==> src/rtl/uart_word_tx.sv <==
// Purpose: serialises a DATA_BITS word as back-to-back UART frames (optional parity, 1/2 stop bits, selectable byte order).
// Latency: start bit begins the cycle after the handshake; done_o pulses the cycle after the last stop bit ends.
// Backpressure: ready_o is low for the whole word; valid_i is ignored and data_i is not sampled while ready_o is low.
module uart_word_tx #(
    parameter int DATA_BITS = 24,
    parameter int BAUD_RATE = 9600,
    parameter int CLK_FREQ  = 50000000,
    parameter int PARITY    = 0,
    parameter int STOP_BITS = 1,
    parameter int MSB_FIRST = 0
) (
    input  logic                 clk_i,
    input  logic                 rst_i,
    input  logic [DATA_BITS-1:0] data_i,
    input  logic                 valid_i,
    output logic                 ready_o,
    output logic                 tx_o,
    output logic                 busy_o,
    output logic                 done_o
);

    localparam int NBYTES   = DATA_BITS / 8;
    localparam int BAUD_DIV = CLK_FREQ / BAUD_RATE;
    localparam int CNT_W    = (BAUD_DIV > 2) ? $clog2(BAUD_DIV) : 1;
    localparam int BYTE_W   = (NBYTES > 1) ? $clog2(NBYTES) : 1;

    localparam logic [CNT_W-1:0]  CNT_LOAD  = CNT_W'(BAUD_DIV - 1);
    localparam logic [CNT_W-1:0]  CNT_ONE   = CNT_W'(1);
    localparam logic [BYTE_W-1:0] LAST_BYTE = BYTE_W'(NBYTES - 1);
    localparam logic [BYTE_W-1:0] BYTE_ONE  = BYTE_W'(1);
    localparam logic [2:0]        LAST_STOP = 3'(STOP_BITS - 1);

    // Reject configurations the datapath cannot represent.
    if ((DATA_BITS % 8) != 0 || DATA_BITS < 8 || DATA_BITS > 64) begin : g_bad_width
        $fatal(1, "uart_word_tx: DATA_BITS must be a multiple of 8 in 8..64");
    end
    if (PARITY > 2 || PARITY < 0) begin : g_bad_parity
        $fatal(1, "uart_word_tx: PARITY must be 0, 1 or 2");
    end
    if (STOP_BITS != 1 && STOP_BITS != 2) begin : g_bad_stop
        $fatal(1, "uart_word_tx: STOP_BITS must be 1 or 2");
    end
    if (BAUD_DIV < 2) begin : g_bad_baud
        $fatal(1, "uart_word_tx: CLK_FREQ/BAUD_RATE must be at least 2");
    end

    typedef enum logic [2:0] {IDLE, START, DATA, PAR, STOP} state_t;

    state_t              state_q, state_d;
    logic [CNT_W-1:0]    cnt_q, cnt_d;
    logic [2:0]          bit_q, bit_d;
    logic [BYTE_W-1:0]   byte_q, byte_d;
    logic [DATA_BITS-1:0] word_q, word_d;
    logic [7:0]          sh_q, sh_d;
    logic                par_q, par_d;
    logic                tx_q, tx_d;
    logic                ready_q, ready_d;
    logic                busy_q, busy_d;
    logic                done_q, done_d;
    logic [7:0]          cur_byte;
    logic                bit_end;

    // The word register is shifted so the next byte to send always sits at the chosen end.
    assign cur_byte = (MSB_FIRST != 0) ? word_q[DATA_BITS-1 -: 8] : word_q[7:0];
    assign bit_end  = (cnt_q == '0);

    assign ready_o = ready_q;
    assign tx_o    = tx_q;
    assign busy_o  = busy_q;
    assign done_o  = done_q;

    // State register and all datapath registers; tx_o is registered so the line never glitches.
    always_ff @(posedge clk_i) begin
        if (rst_i) begin
            state_q <= IDLE;
            cnt_q   <= '0;
            bit_q   <= '0;
            byte_q  <= '0;
            word_q  <= '0;
            sh_q    <= '0;
            par_q   <= 1'b0;
            tx_q    <= 1'b1;
            ready_q <= 1'b0;
            busy_q  <= 1'b0;
            done_q  <= 1'b0;
        end else begin
            state_q <= state_d;
            cnt_q   <= cnt_d;
            bit_q   <= bit_d;
            byte_q  <= byte_d;
            word_q  <= word_d;
            sh_q    <= sh_d;
            par_q   <= par_d;
            tx_q    <= tx_d;
            ready_q <= ready_d;
            busy_q  <= busy_d;
            done_q  <= done_d;
        end
    end

    // Next-state and next-output logic; every line bit lasts BAUD_DIV cycles of the down-counter.
    always_comb begin
        state_d = state_q;
        cnt_d   = bit_end ? CNT_LOAD : cnt_q - CNT_ONE;
        bit_d   = bit_q;
        byte_d  = byte_q;
        word_d  = word_q;
        sh_d    = sh_q;
        par_d   = par_q;
        tx_d    = tx_q;
        ready_d = ready_q;
        busy_d  = busy_q;
        done_d  = 1'b0;

        case (state_q)
            IDLE: begin
                ready_d = 1'b1;
                busy_d  = 1'b0;
                tx_d    = 1'b1;
                cnt_d   = CNT_LOAD;
                bit_d   = '0;
                byte_d  = '0;
                if (valid_i && ready_q) begin
                    word_d  = data_i;
                    state_d = START;
                    ready_d = 1'b0;
                    busy_d  = 1'b1;
                    tx_d    = 1'b0;
                end
            end
            START: begin
                if (bit_end) begin
                    state_d = DATA;
                    sh_d    = cur_byte;
                    par_d   = (PARITY == 1) ? ~^cur_byte : ^cur_byte;
                    word_d  = (MSB_FIRST != 0) ? (word_q << 8) : (word_q >> 8);
                    bit_d   = '0;
                    tx_d    = cur_byte[0];
                end
            end
            DATA: begin
                if (bit_end) begin
                    if (bit_q == 3'd7) begin
                        bit_d = '0;
                        if (PARITY != 0) begin
                            state_d = PAR;
                            tx_d    = par_q;
                        end else begin
                            state_d = STOP;
                            tx_d    = 1'b1;
                        end
                    end else begin
                        bit_d = bit_q + 3'd1;
                        sh_d  = sh_q >> 1;
                        tx_d  = sh_q[1];
                    end
                end
            end
            PAR: begin
                if (bit_end) begin
                    state_d = STOP;
                    bit_d   = '0;
                    tx_d    = 1'b1;
                end
            end
            STOP: begin
                if (bit_end) begin
                    if (bit_q != LAST_STOP) begin
                        bit_d = bit_q + 3'd1;
                    end else if (byte_q == LAST_BYTE) begin
                        state_d = IDLE;
                        done_d  = 1'b1;
                        ready_d = 1'b1;
                        busy_d  = 1'b0;
                        tx_d    = 1'b1;
                    end else begin
                        // Next frame starts immediately after the last stop-bit cycle.
                        byte_d  = byte_q + BYTE_ONE;
                        state_d = START;
                        tx_d    = 1'b0;
                    end
                end
            end
            default: begin
                state_d = IDLE;
            end
        endcase
    end

endmodule

==> config.mk <==
export PLATFORM = sky130hd
export DESIGN_NAME = uart_word_tx
export DESIGN_NICKNAME = d
export VERILOG_FILES = /design/src/rtl/uart_word_tx.sv
export SDC_FILE = /design/constraint.sdc
export NUM_CORES = 1
export LEC_CHECK = 0
export CORE_MARGIN = 4
export CORE_UTILIZATION = 50
export DETAILED_ROUTE_END_ITERATION = 6
export PLACE_DENSITY = 0.75
export SETUP_SLACK_MARGIN = 0.05
export SLEW_MARGIN = 10
export SYNTH_ARGS = -nofsm -noshare
export SYNTH_HDL_FRONTEND = slang
export SYNTH_SLANG_ARGS = --single-unit
==> constraint.sdc <==
create_clock -name clk_i -period 2.45 [get_ports clk_i]
set_input_delay 0.3675 -clock clk_i [delete_from_list [all_inputs] [get_ports clk_i]]
set_output_delay 0.3675 -clock clk_i [all_outputs]
set_load 0.02 [all_outputs]
==> metrics.txt <==
# TYPE chip_impl_metric gauge
chip_impl_info{name="outcome",value="finished, final reports clean"} 1
chip_impl_info{name="timing.critical_path.to",value="word_q[9]$_SDFFE_PP0P_"} 1
chip_impl_metric{name="post-place-ws",unit="ns"} 0.0713
chip_impl_metric{name="count_of_boundary_i_o_pins",unit=""} 31
chip_impl_metric{name="worst_path_largest_cell_delay",unit="ns"} 0.59
chip_impl_info{name="cts_tree",value="done"} 1
chip_impl_info{name="synth-main-ff-cell",value="sky130_fd_sc_hd__dfxtp_1"} 1
chip_impl_metric{name="place_hpwl",unit="mm"} 3.78
chip_impl_metric{name="slew_headroom",unit="%"} 55.4
chip_impl_info{name="synth.area.top_cells",value="sky130_fd_sc_hd__dfxtp_1, sky130_fd_sc_hd__mux2i_1, sky130_fd_sc_hd__a211oi_2"} 1
chip_impl_metric{name="syn_inst",unit=""} 298
chip_impl_metric{name="start_util",unit="%"} 52.3
chip_impl_metric{name="max_freq",unit="MHz"} 425
chip_impl_metric{name="synth_top_area_share",unit="%"} 41.4
chip_impl_info{name="holdCritPathClass",value="register to register"} 1
chip_impl_metric{name="post_synth.cell_area_avg",unit="sq um"} 9.08
chip_impl_metric{name="design.die.area",unit="sq um"} 6650
chip_impl_info{name="synth.largest_area_cell",value="sky130_fd_sc_hd__dfxtp_1"} 1
chip_impl_metric{name="cts.htree.levels",unit=""} 2
chip_impl_metric{name="postSynthNetCount",unit=""} 330
chip_impl_info{name="worst_setup_path_start_kind",value="register"} 1
chip_impl_info{name="min_from",value="word_q[16]$_SDFFE_PP0P_"} 1
chip_impl_info{name="critical_path.top_delay_family",value="simple AND/OR/NAND/NOR gates"} 1
chip_impl_metric{name="final-hold-violation-count",unit=""} 0
chip_impl_metric{name="antennaDiodeCount",unit=""} 0
chip_impl_info{name="yosys.cell_count.top_type",value="sky130_fd_sc_hd__dfxtp_1"} 1
chip_impl_metric{name="ys_types",unit=""} 41
chip_impl_metric{name="worst_pin_slew",unit="ns"} 0.669
chip_impl_metric{name="setup_tns",unit="ns"} 0
chip_impl_metric{name="drt-wirelength-per-cell",unit="microns"} 14.0
chip_impl_metric{name="synth_enable_flop_cells",unit=""} 0
chip_impl_metric{name="ir_worst_vdd",unit="V"} 0.000428
chip_impl_metric{name="detailed_router_s_first_iteration_violation_count",unit=""} 130
chip_impl_metric{name="antenna_left",unit=""} 0
chip_impl_metric{name="path_depth",unit=""} 8
chip_impl_metric{name="worstPathBufferInverterCount",unit=""} 2
chip_impl_metric{name="post_synthesis_register_bit_count",unit=""} 56
chip_impl_metric{name="num_vias",unit=""} 2196
chip_impl_info{name="critical_path.reg2reg.endpoint",value="word_q[9]$_SDFFE_PP0P_"} 1
chip_impl_metric{name="placedInstanceArea",unit="sq um"} 3080
chip_impl_metric{name="largest_clock_skew_in_the_final_design",unit="ns"} 0.00872
chip_impl_metric{name="worst-r2r-setup-slack",unit="ns"} 0.1
chip_impl_metric{name="post_route_cells_drive_above_1_share",unit="%"} 16.7
chip_impl_info{name="end_kind",value="register"} 1
chip_impl_metric{name="routability_congestion_estimate_from_global_placement",unit=""} 0.832
chip_impl_metric{name="dieHeight",unit="microns"} 81.6
chip_impl_metric{name="viasPerCell",unit=""} 5.50
chip_impl_metric{name="worst-path-max-fanout",unit=""} 8
chip_impl_metric{name="cts.reportedPaths.clkPinSlew",unit="ns"} 0.10
chip_impl_metric{name="antenna_found_initial",unit=""} 0
chip_impl_info{name="worst_setup_path_startpoint",value="cnt_q[0]$_SDFF_PP0_"} 1
chip_impl_metric{name="timing.final.setup_violations",unit=""} 0
chip_impl_metric{name="cell_rows",unit=""} 26
chip_impl_metric{name="grt_pass1_wl",unit="mm"} 9.27
chip_impl_info{name="rsz0062_at_grt",value="no"} 1
chip_impl_metric{name="asyncSetResetFlopFracSynth",unit="%"} 0
chip_impl_metric{name="buffer_ports.inserted",unit=""} 30
chip_impl_metric{name="clock_sinks",unit=""} 56
chip_impl_info{name="clk_root_buffer_cell",value="sky130_fd_sc_hd__clkbuf_8"} 1
chip_impl_metric{name="cp.required",unit="ns"} 2.69
chip_impl_metric{name="wl",unit="mm"} 5.60
chip_impl_metric{name="globalRouteOverflowTotal",unit=""} 0
chip_impl_metric{name="pnr_worst_setup_slack",unit="ns"} 0.0954
chip_impl_metric{name="number_of_cells_on_the_worst_reg_to_reg_path",unit=""} 8
chip_impl_metric{name="power.density",unit="nW/um^2"} 806
chip_impl_metric{name="maxCapViolations",unit=""} 0
chip_impl_metric{name="fp.coreArea",unit="sq um"} 5170
chip_impl_metric{name="die_w",unit="microns"} 81.6
chip_impl_metric{name="final_nets",unit=""} 360
chip_impl_info{name="crit_path_top_delay_cell",value="sky130_fd_sc_hd__or4_4"} 1
chip_impl_info{name="crit_chain",value="inv_2 > ha_4 > or4b_4 > or4_4 > o22ai_4 > clkbuf_16 > nor2_1 > a211oi_2"} 1
chip_impl_metric{name="synth-seq-area-share",unit="%"} 41.4
chip_impl_metric{name="final_slew_viol_count",unit=""} 0
chip_impl_metric{name="drc_errors",unit=""} 0
chip_impl_metric{name="crit_arrival",unit="ns"} 2.59
chip_impl_metric{name="finalWorstPathRequiredPeriod",unit="ns"} 2.35
chip_impl_info{name="synth_top_cells_by_count",value="sky130_fd_sc_hd__dfxtp_1, sky130_fd_sc_hd__nor2_1, sky130_fd_sc_hd__a21oi_1"} 1
chip_impl_metric{name="largest_net_degree_at_the_start_of_global_routing",unit=""} 36
chip_impl_metric{name="gr-usage-all-layers",unit="%"} 17.3
chip_impl_metric{name="clock_tree.buffer_depth",unit=""} 2
chip_impl_info{name="timing.setup.critical_path_class",value="register to register"} 1
chip_impl_metric{name="final_area",unit="sq um"} 3250
chip_impl_metric{name="clk-insertion-delay-late",unit="ns"} 0.31
chip_impl_info{name="r2r-start",value="cnt_q[0]$_SDFF_PP0_"} 1
chip_impl_metric{name="yosysWarningCount",unit=""} 0
chip_impl_metric{name="timing.final.crit_share",unit="%"} 96.1
chip_impl_metric{name="drt_first_pass_iters",unit=""} 4
chip_impl_metric{name="vias_in_the_first_global_route",unit=""} 2075
chip_impl_metric{name="static-leakage-power",unit="nW"} 1.26
chip_impl_metric{name="finalCoreUtilization",unit="%"} 62.9
chip_impl_metric{name="cts_made_buffers",unit=""} 5
chip_impl_metric{name="post_synth_instance_area",unit="sq um"} 2710
chip_impl_metric{name="area_delta_synth_final",unit="%"} 20.3
-- worst min-delay path by stage --
| stage | end | slack [ns] | cells past startpoint |
|---|---|---|---|
| floorplan | sh_q[7]$_SDFFE_PP0P_ | 0.43 | 2 |
| global placement | word_q[16]$_SDFFE_PP0P_ | 0.44 | 2 |
| detailed placement | word_q[23]$_SDFFE_PP0P_ | 0.45 | 2 |
| CTS | word_q[16]$_SDFFE_PP0P_ | 0.46 | 2 |
| global route | word_q[23]$_SDFFE_PP0P_ | 0.49 | 2 |
| finish | word_q[16]$_SDFFE_PP0P_ | 0.46 | 2 |
-- final cells by class --
cell class	count	area, sq um
Clock inverter	1	7.51
Sequential cell	56	1120
Multi-Input combinational cell	216	1490
Timing Repair Buffer	43	440
Clock buffer	7	86.3
Tap cell	70	87.6
Inverter	6	22.5
Fill cell	428	1920
-- routing by layer --
metal | part of all wire [%] | track usage [%] | up-vias
li1 | - | - | 1114
met1 | 49 | 24.7 | 1039
met5 | 0 | 0 | -
met2 | 47 | 27.4 | 39
met3 | 3.5 | 3.07 | 4
met4 | 0.77 | 3.89 | 0
-- state kept, by name (all words and copies together), names as in the netlist --
| signal | flops |
|---|---|
| busy_o | 1 |
| cnt_q | 13 |
| tx_o | 1 |
| state_q | 3 |
| done_o | 1 |
| word_q | 24 |
| sh_q | 7 |
| bit_q | 3 |
| byte_q | 2 |
| ready_o | 1 |
-- placed cells by master (no fill, tap or decap), types with 5 or more instances in the layout --
| cell | instances |
|---|---|
| sky130_fd_sc_hd__clkbuf_8 | 6 |
| sky130_fd_sc_hd__xnor2_1 | 7 |
| sky130_fd_sc_hd__o21ai_0 | 7 |
| sky130_fd_sc_hd__mux2_2 | 6 |
| sky130_fd_sc_hd__buf_4 | 10 |
| sky130_fd_sc_hd__nor3_1 | 5 |
| sky130_fd_sc_hd__mux2i_1 | 26 |
| sky130_fd_sc_hd__nand3_1 | 13 |
| sky130_fd_sc_hd__or3_1 | 5 |
| sky130_fd_sc_hd__dfxtp_1 | 54 |
| sky130_fd_sc_hd__a211oi_2 | 14 |
| sky130_fd_sc_hd__nand2_1 | 16 |
| sky130_fd_sc_hd__a21oi_1 | 27 |
| sky130_fd_sc_hd__nand2b_1 | 9 |
| sky130_fd_sc_hd__clkdlybuf4s50_1 | 29 |
| sky130_fd_sc_hd__nor2_1 | 44 |
-- stage by stage --
stage	power (mW)	instances	hold slack, ns
floorplan	1.84	298	0.428
global placement	2.04	388	0.439
detailed placement	2.06	388	0.446
finish	2.62	399	0.456
CTS	2.58	396	0.459
global route	2.79	399	0.487
-- timing repair --
action,4_1_cts,5_1_grt
hold buffers,0,0
setup endpoints to repair,0,22
buffers inserted,0,1
gates resized for setup,0,8
-- where the power goes --
part	switching [mW]	leakage, nW	internal (mW)	total (mW)
combinational	0.525	0.754	0.450	0.974
clock	0.292	0.0445	0.231	0.523
sequential	0.0928	0.457	1.03	1.13
total	0.910	1.26	1.71	2.62
-- worst reg2reg max path, stage by stage, from the launching register on --
cell and delay [ns]:
sky130_fd_sc_hd__dfxtp_2 0.35, sky130_fd_sc_hd__inv_2 0.06, sky130_fd_sc_hd__ha_4 0.13, sky130_fd_sc_hd__or4b_4 0.46, sky130_fd_sc_hd__or4_4 0.59, sky130_fd_sc_hd__o22ai_4 0.27, sky130_fd_sc_hd__clkbuf_16 0.22, sky130_fd_sc_hd__nor2_1 0.05
sky130_fd_sc_hd__a211oi_2 0.17
-- cell families (layout without fill, tap and decap cells) --
group | after synthesis | count (layout) | share of synthesized area, %
AO/OA/AOI/OAI | 60 | 60 | 16.7
XOR/XNOR | 10 | 10 | 3.24
adder cells (fa/ha/maj) | 5 | 5 | 2.31
buffers and inverters | 26 | 57 | 4.35
flip-flops | 56 | 56 | 41.4
multiplexers | 32 | 32 | 12.1
AND/OR/NAND/NOR | 109 | 109 | 19.9
No activity file was read; power rests on OpenSTA's default activity.
